[config.mk]
export PLATFORM = sky130hd
export DESIGN_NAME = weigh_station_ctrl
export DESIGN_NICKNAME = d
export VERILOG_FILES = /design/src/rtl/weigh_station_ctrl.sv
export SDC_FILE = /design/constraint.sdc
export NUM_CORES = 1
export LEC_CHECK = 0
export ABC_AREA = 1
export CAP_MARGIN = 20
export CORE_ASPECT_RATIO = 0.5
export CORE_UTILIZATION = 52
export DETAILED_ROUTE_END_ITERATION = 10
export PLACE_DENSITY = 0.81
export SETUP_SLACK_MARGIN = 0.15
export SLEW_MARGIN = 20
export SYNTH_ARGS = -nofsm -noshare
export SYNTH_HDL_FRONTEND = slang
export SYNTH_SLANG_ARGS = --single-unit
export TNS_END_PERCENT = 100
[constraint.sdc]
create_clock -name clk -period 1.98 [get_ports clk]
set_input_delay 0.198 -clock clk [delete_from_list [all_inputs] [get_ports clk]]
set_output_delay 0.198 -clock clk [all_outputs]
set_load 0.01 [all_outputs]
[src/rtl/weigh_station_ctrl.sv]
// Vehicle weigh-station sequencer: settles sensor readings, samples the classifier,
// reports the result over a valid/ack handshake, drives the exit gate and keeps tallies.
module weigh_station_ctrl #(
    parameter int unsigned STABLE_CYC = 4,
    parameter int unsigned CNT_W      = 8
) (
    input  logic             clk,
    input  logic             rst_n,
    input  logic             veh_present,
    input  logic [3:0]       peso_in,
    input  logic [1:0]       eixo_in,
    output logic [3:0]       cls_p,
    output logic [1:0]       cls_e,
    input  logic             cls_c1,
    input  logic             cls_c2,
    input  logic             cls_c3,
    input  logic             cls_E,
    output logic             res_valid,
    output logic [1:0]       res_cat,
    output logic             res_err,
    input  logic             res_ack,
    output logic             gate_open,
    output logic             busy,
    input  logic             clr_cnt,
    output logic [CNT_W-1:0] cnt_c1,
    output logic [CNT_W-1:0] cnt_c2,
    output logic [CNT_W-1:0] cnt_c3,
    output logic [CNT_W-1:0] cnt_err
);

    localparam int unsigned STAB_W = (STABLE_CYC > 1) ? $clog2(STABLE_CYC) : 1;
    localparam logic [STAB_W-1:0] STAB_MAX = STAB_W'(STABLE_CYC - 1);
    localparam logic [CNT_W-1:0]  CNT_MAX  = '1;

    typedef enum logic [2:0] {IDLE, SETTLE, SAMPLE, REPORT, EXIT} state_t;

    state_t            state, state_nxt;
    logic [STAB_W-1:0] stab_cnt, stab_cnt_nxt;
    logic [3:0]        cls_p_nxt;
    logic [1:0]        cls_e_nxt;
    logic              res_valid_nxt, res_err_nxt, gate_open_nxt;
    logic [1:0]        res_cat_nxt;
    logic [CNT_W-1:0]  cnt_c1_nxt, cnt_c2_nxt, cnt_c3_nxt, cnt_err_nxt;
    logic [1:0]        hot_cnt;
    logic              dec_err;
    logic [1:0]        dec_cat;

    // Classifier result decode: exactly one category must be high and no error flagged.
    always_comb begin
        hot_cnt = 2'(cls_c1) + 2'(cls_c2) + 2'(cls_c3);
        dec_err = cls_E | (hot_cnt != 2'd1);
        if (dec_err)     dec_cat = 2'd0;
        else if (cls_c1) dec_cat = 2'd1;
        else if (cls_c2) dec_cat = 2'd2;
        else             dec_cat = 2'd3;
    end

    // Next-state and next-output logic.
    always_comb begin
        state_nxt     = state;
        stab_cnt_nxt  = stab_cnt;
        cls_p_nxt     = cls_p;
        cls_e_nxt     = cls_e;
        res_valid_nxt = res_valid;
        res_cat_nxt   = res_cat;
        res_err_nxt   = res_err;
        gate_open_nxt = gate_open;
        cnt_c1_nxt    = cnt_c1;
        cnt_c2_nxt    = cnt_c2;
        cnt_c3_nxt    = cnt_c3;
        cnt_err_nxt   = cnt_err;

        case (state)
            IDLE: begin
                if (veh_present) begin
                    cls_p_nxt    = peso_in;
                    cls_e_nxt    = eixo_in;
                    stab_cnt_nxt = '0;
                    state_nxt    = SETTLE;
                end
            end
            SETTLE: begin
                if (!veh_present) begin
                    state_nxt = IDLE;
                end else if ((peso_in != cls_p) || (eixo_in != cls_e)) begin
                    cls_p_nxt    = peso_in;
                    cls_e_nxt    = eixo_in;
                    stab_cnt_nxt = '0;
                end else if (stab_cnt == STAB_MAX) begin
                    state_nxt = SAMPLE;
                end else begin
                    stab_cnt_nxt = stab_cnt + STAB_W'(1);
                end
            end
            SAMPLE: begin
                res_valid_nxt = 1'b1;
                res_cat_nxt   = dec_cat;
                res_err_nxt   = dec_err;
                if (dec_err) begin
                    if (cnt_err != CNT_MAX) cnt_err_nxt = cnt_err + CNT_W'(1);
                end else begin
                    case (dec_cat)
                        2'd1:    if (cnt_c1 != CNT_MAX) cnt_c1_nxt = cnt_c1 + CNT_W'(1);
                        2'd2:    if (cnt_c2 != CNT_MAX) cnt_c2_nxt = cnt_c2 + CNT_W'(1);
                        default: if (cnt_c3 != CNT_MAX) cnt_c3_nxt = cnt_c3 + CNT_W'(1);
                    endcase
                end
                state_nxt = REPORT;
            end
            REPORT: begin
                if (res_valid && res_ack) begin
                    res_valid_nxt = 1'b0;
                    gate_open_nxt = !res_err;
                    stab_cnt_nxt  = '0;
                    state_nxt     = EXIT;
                end
            end
            EXIT: begin
                if (veh_present) begin
                    stab_cnt_nxt = '0;
                end else if (stab_cnt == STAB_MAX) begin
                    gate_open_nxt = 1'b0;
                    state_nxt     = IDLE;
                end else begin
                    stab_cnt_nxt = stab_cnt + STAB_W'(1);
                end
            end
            default: state_nxt = IDLE;
        endcase

        // A clear wins over any increment computed above.
        if (clr_cnt) begin
            cnt_c1_nxt  = '0;
            cnt_c2_nxt  = '0;
            cnt_c3_nxt  = '0;
            cnt_err_nxt = '0;
        end
    end

    always_ff @(posedge clk or negedge rst_n) begin
        if (!rst_n) begin
            state     <= IDLE;
            stab_cnt  <= '0;
            cls_p     <= '0;
            cls_e     <= '0;
            res_valid <= 1'b0;
            res_cat   <= '0;
            res_err   <= 1'b0;
            gate_open <= 1'b0;
            busy      <= 1'b0;
            cnt_c1    <= '0;
            cnt_c2    <= '0;
            cnt_c3    <= '0;
            cnt_err   <= '0;
        end else begin
            state     <= state_nxt;
            stab_cnt  <= stab_cnt_nxt;
            cls_p     <= cls_p_nxt;
            cls_e     <= cls_e_nxt;
            res_valid <= res_valid_nxt;
            res_cat   <= res_cat_nxt;
            res_err   <= res_err_nxt;
            gate_open <= gate_open_nxt;
            busy      <= (state_nxt != IDLE);
            cnt_c1    <= cnt_c1_nxt;
            cnt_c2    <= cnt_c2_nxt;
            cnt_c3    <= cnt_c3_nxt;
            cnt_err   <= cnt_err_nxt;
        end
    end

endmodule

Yosys cells after proc, flatten, opt, wreduce, memory -nomap -nowiden
Index checks and enable logic that the tools add are counted.
{"block": "classes", "mux": 51, "n_bitwise": 1, "eq_ne": 22, "n_addsub": 7, "n_reduce_logical": 26}
{"cell": "2-to-1 mux 8 bit", "n": 19}
{"cell": "adder 8 x 1 -> 8 bit (second input constant)", "n": 4}
{"cell": "inequality test 8 bit (second input constant)", "n": 4}
{"cell": "AND reduction 4 bit", "n": 6}
{"cell": "2-to-1 mux 2 bit", "n": 11}
{"cell": "nonzero test 2 bit", "n": 11}
{"cell": "2-to-1 mux 3 bit", "n": 7}
{"cell": "case mux 3 bit (5 select lines)", "n": 1}
{"cell": "inequality test 2 bit (second input constant)", "n": 7}
{"cell": "2-to-1 mux 4 bit", "n": 3}
{"cell": "case mux 2 bit (4 select lines)", "n": 1}
{"cell": "case mux 4 bit (2 select lines)", "n": 1}
{"cell": "== test 3 x 2 -> 1 bit (second input constant)", "n": 2}
{"cell": "2-to-1 mux 1 bit", "n": 5}
{"cell": "== test 2 bit (second input constant)", "n": 2}
{"cell": "inequality test 2 x 1 -> 1 bit (second input constant)", "n": 2}
{"cell": "inequality test 4 bit", "n": 1}
{"cell": "case mux 1 bit (2 select lines)", "n": 2}
{"cell": "case mux 2 bit (2 select lines)", "n": 1}
{"cell": "nonzero test 4 bit", "n": 1}
{"cell": "== test 3 x 1 -> 1 bit (second input constant)", "n": 1}
{"cell": "== test 3 bit (second input constant)", "n": 1}
{"cell": "logical NOT 3 bit", "n": 1}
{"cell": "AND reduction 3 bit", "n": 1}
{"cell": "12 further kinds", "n": 12}
{"block": "word_totals", "register_bits": 49, "input_bits": 15}

Longest topological paths before layout
{"block": "depth", "depth_word": 11, "ltp_mapped": 12}

Least setup slack after synthesis
Ideal clock, no wire load.
{"block": "synth_path", "path_type": "input -> register", "start": "in cls_c1", "end": "reg cnt_c3[4]", "setup_time_ps": 136, "n_path_buf": 0, "arrival_ps": 1868, "stages": 12, "t_required_ps": 1844, "slack_ps": -24, "cell_sequence": "inv_1 -> fa_1 -> nor2_1 -> nand2_1 -> a21oi_1 -> inv_1 -> ha_1 -> nand3_2 -> nand2_4 -> inv_4 -> nand2_1 -> o31ai_1"}
{"block": "synth_via", "elab_chain_len": 9}
{"item": "from (decl)", "line": "14", "text": "input logic cls_c1,"}
{"item": "adder 1 x 1 -> 2 bit", "line": "50", "text": "hot_cnt = 2'(cls_c1) + 2'(cls_c2) + 2'(cls_c3);"}
{"item": "adder 2 x 1 -> 2 bit", "line": "50"}
{"item": "inequality test 2 x 1 -> 1 bit", "line": "51", "text": "dec_err = cls_E | (hot_cnt != 2'd1);"}
{"item": "bitwise OR 1 bit", "line": "51"}
{"item": "2-to-1 mux 2 bit *", "line": "52", "text": "if (dec_err) dec_cat = 2'd0;"}
{"item": "named net dec_cat[0]", "line": "46", "text": "logic [1:0] dec_cat;"}
{"item": "== test 2 bit / == test 2 x 1 -> 1 bit (equally long branches)", "line": "102", "text": "case (dec_cat)"}
{"item": "OR reduction 2 bit (no source line) *"}
{"item": "inequality test 2 x 1 -> 1 bit (no source line) *"}
{"item": "AND reduction 4 bit (no source line) *"}
{"item": "to (signal assigned)", "line": "167", "text": "cnt_c3 <= cnt_c3_nxt;"}
{"item": "to (decl)", "line": "27", "text": "output logic [CNT_W-1:0] cnt_c3,"}
Mark *: on every way through the listed nets, which the timed path passes. The rest lies on a longest branch.
A chain may end at the register's enable or synchronous reset.

Worst setup path after layout
{"block": "layout_path", "start": "in cls_c3", "end": "reg cnt_c3[4]"}
{"block": "layout_via", "elab_chain_len": 8}
{"item": "from (decl)", "line": "16", "text": "input logic cls_c3,"}
{"item": "adder 2 x 1 -> 2 bit *", "line": "50"}
{"item": "inequality test 2 x 1 -> 1 bit *", "line": "51"}
{"item": "bitwise OR 1 bit *", "line": "51"}
{"item": "2-to-1 mux 2 bit *", "line": "52"}
{"item": "named net dec_cat[0]", "line": "46"}
{"item": "== test 2 bit / == test 2 x 1 -> 1 bit (equally long branches)", "line": "102"}
{"item": "OR reduction 2 bit (no source line) *"}
{"item": "inequality test 2 x 1 -> 1 bit (no source line) *"}
{"item": "AND reduction 4 bit (no source line) *"}
Marks and branches as above.

==> results.cfg <==
[run_status]
outcome = finished with violations
violated_checks = hold timing

[timing]
fmax_ghz = 0.571
holdWs_ps = -20.0
final_min_period_over_clock_period_pct = 88.5
clock-skew-final_ps = 7.95
max-slew-margin-rel_pct = 58.4
period_minus_slack_ps = 1750
timing_max_transition_violations_final = 0
grt_setup_unrepaired = false
hold_viol = 26
worst_slew_pin_slew_ps = 623
final_setup_viols = 0

[critical_path]
max_stage_delay_ps = 460
cell_family_with_the_largest_share_of_critical_path_delay = adder cells
cell_with_the_largest_stage_delay_on_the_worst_path = sky130_fd_sc_hd__fa_1
timing.critical_path.cells = buf_4 > inv_8 > fa_1 > nor2_1 > nand2_2 > a21oi_4 > inv_2 > ha_4 > nand3_4 > nand2_8 > inv_6 > nand2_2 > o31ai_2
critical_path.reg2reg.startpoint = cnt_c3[1]
crit-reg2reg-capture = cnt_c3[1]
worstPathMaxFanout = 8
reg2reg_depth = 9
worstPathRequired_ps = 2170
worstPathBufferInverterCount = 4
worst_ep_arrival_time_ps = 1940
critical_path.endpoint_type = flop
cp_most_frequent_cell = sky130_fd_sc_hd__nand2_2
setup_cp_type = in -> reg
worst-r2r-setup-slack_ps = 240
timing.critical_path.from_type = input port

[grt]
globalRoute.totalOverflow = 0
globalRouteTotalUtil_pct = 24.5
pin_count_of_the_biggest_net_entering_global_routing = 50
antenna_found_initial = 0
grt_pass1_wl_um = 10800
grt_pass1_vias = 2404

[job]
maxCapViolations = 0

[routing]
wl_met3_um = 304
post-route-drc-count = 0
dr.max_layer_used = met4
via_per_inst = 5.18
detail_route.iter0.violations = 118
m1WireLength_um = 2930
drt-total-wl_um = 6730
routed-wl-met2_um = 3420
wl_per_cell_um = 13.1
detail-route-antenna-nets = 0
pre_antenna_drt_iters = 4
vias_post_dr = 2659

[floorplanning]
number_of_top_level_pins = 59
die_w_um = 108
initial_core_util_pct = 56.4
core_area_mm2 = 0.00513
fp-row-count = 18
die_height_um = 54.8
floorplan.die_area_mm2 = 0.00589

[synth]
synth.avg_cell_area_um2 = 7.89
yosysWarnings = 0
synth.distinct_cells = 35
postSynth.asyncResetShare_pct = 100
ys_ff_latch = 49
synth_cells = 367
synth_nets = 389
edff_count_synth = 0
synthesis.area_mm2 = 0.00290
synth-main-ff-cell = sky130_fd_sc_hd__dfrtp_1
seq_area_frac_synth_pct = 42.4

[layout]
antenna-diode-count = 0
finalCoreUtilization_pct = 74.4
multi_input_comb_area_mm2 = 0.00152
seqCellArea_mm2 = 0.00123
finish.net_count = 464
relative_area_change_from_synthesis_to_final_layout_pct = 32.0
fillCellCount = 384
layout_commonest_cell = sky130_fd_sc_hd__nand2_1
drive_above_1_share_pct = 16.5
layout_common_cells = sky130_fd_sc_hd__nand2_1 (97), sky130_fd_sc_hd__clkdlybuf4s50_1 (54), sky130_fd_sc_hd__dfrtp_1 (49)

[pwr]
power_per_cell_area_mw_per_mm2 = 757
max-vdd-ir-drop_uv = 486
power_leakage_nw = 1.79
power_mw = 2.89

[clock_network]
cts-buffers-inserted = 5
clockRootBuffer = sky130_fd_sc_hd__clkbuf_8
clock_latency_ps = 310
worst_setup_hold_path_clk_slew_ps = 90
clockBufferDepth = 2
ctsHoldBuffers = 0
htreeDepth = 2
cts_tree = done
clock_sinks = 49

[placement]
portBuffers = 58
globalplace.congestion = 0.857
hpwl_um = 4790

[worst_hold_path]
timing.hold.worst.class = in -> async
[what timing repair did]
item                                   in CTS  in global routing
pin swaps                                   5                  4
endpoints found under the hold margin       0                  0
resized for setup                          15                  9
buffers inserted                            3                  0
setup endpoints to repair                  32                 23
[registers in the layout, indices dropped and copies added (netlist names)]
name	flops
cnt_c2	8
stab_cnt	2
state	3
busy	1
cnt_c3	8
cnt_c1	8
cnt_err	8
cls_e	2
res_cat	2
gate_open	1
cls_p	4
res_valid	1
res_err	1
[logic make-up (layout without fill, tap and decap cells)]
logic type,count (synthesis),count (layout),share of synthesized area [%]
AO/OA/AOI/OAI,39,39,8.51
XOR/XNOR,17,17,5.14
adder cells (fa/ha/maj),7,7,3.28
buffers and inverters,50,126,6.96
flip-flops,49,49,42.4
AND/OR/NAND/NOR,205,205,33.8
[cells in the mapped netlist (6+ instances only)]
master	number	area, um2
sky130_fd_sc_hd__nand3_1	39	195
sky130_fd_sc_hd__o21ai_0	12	60.1
sky130_fd_sc_hd__a21oi_1	7	35.0
sky130_fd_sc_hd__ha_1	6	75.1
sky130_fd_sc_hd__nand2_1	99	372
sky130_fd_sc_hd__xnor2_1	6	52.6
sky130_fd_sc_hd__inv_1	38	143
sky130_fd_sc_hd__xor2_1	11	96.3
sky130_fd_sc_hd__nand2_4	6	67.6
sky130_fd_sc_hd__o21ai_1	8	40.0
sky130_fd_sc_hd__dfrtp_1	49	1230
sky130_fd_sc_hd__nor2_1	36	135
[worst max path at each step]
stage                     slack (ps)   start  cells past startpoint         to
final                            230  cls_c3                     13  cnt_c3[4]
after detailed placement        -630  cls_c3                     13  cnt_c3[4]
after CTS                        120  cls_c1                     13  cnt_c3[1]
after floorplan                  100  cls_c3                     12  cnt_c3[4]
after global placement          -500  cls_c3                     13  cnt_c3[4]
after global routing             150  cls_c3                     13  cnt_c3[4]
[worst register-to-register path, delay by kind of cell (launching register included)]
kind	cells	cell delay, ps
buf+inv	1	130
fa+ha+maj	1	230
flops	1	410
simple gates	7	880
[report_power, final]
| group | internal [mW] | switching, mW | total, mW | leakage, nW |
|---|---|---|---|---|
| Sequential | 1.13 | 0.130 | 1.26 | 0.657 |
| Combinational | 0.409 | 0.458 | 0.867 | 1.07 |
| Clock | 0.411 | 0.352 | 0.763 | 0.0574 |
[layout make-up]
class / count / area share (%)
Timing Repair Buffer: 72 / 17.6
Multi-Input combinational cell: 268 / 39.9
Sequential cell: 49 / 32.1
Inverter: 46 / 5.01
Tap cell: 70 / 2.29
Clock buffer: 6 / 2.16
Clock inverter: 2 / 0.982
[per-stage QoR]
step / setup TNS (ps) / cell area [um2] / setup WS (ps) / cells
final: 0 / 3820 / 227 / 513
after global routing: 0 / 3820 / 151 / 513
after CTS: 0 / 3800 / 122 / 513
after detailed placement: -14320 / 3630 / -629 / 502
after global placement: -11900 / 3630 / -496 / 502
after floorplan: 0 / 2910 / 102 / 367
[metal layers]
metal  global-route usage (%)  vias up
met2                     45.3       68
li1                         -     1328
met3                     4.76        9
met1                     29.7     1254
met4                     7.99        0
met5                        0        -
Power figures use the tool's default switching activity.
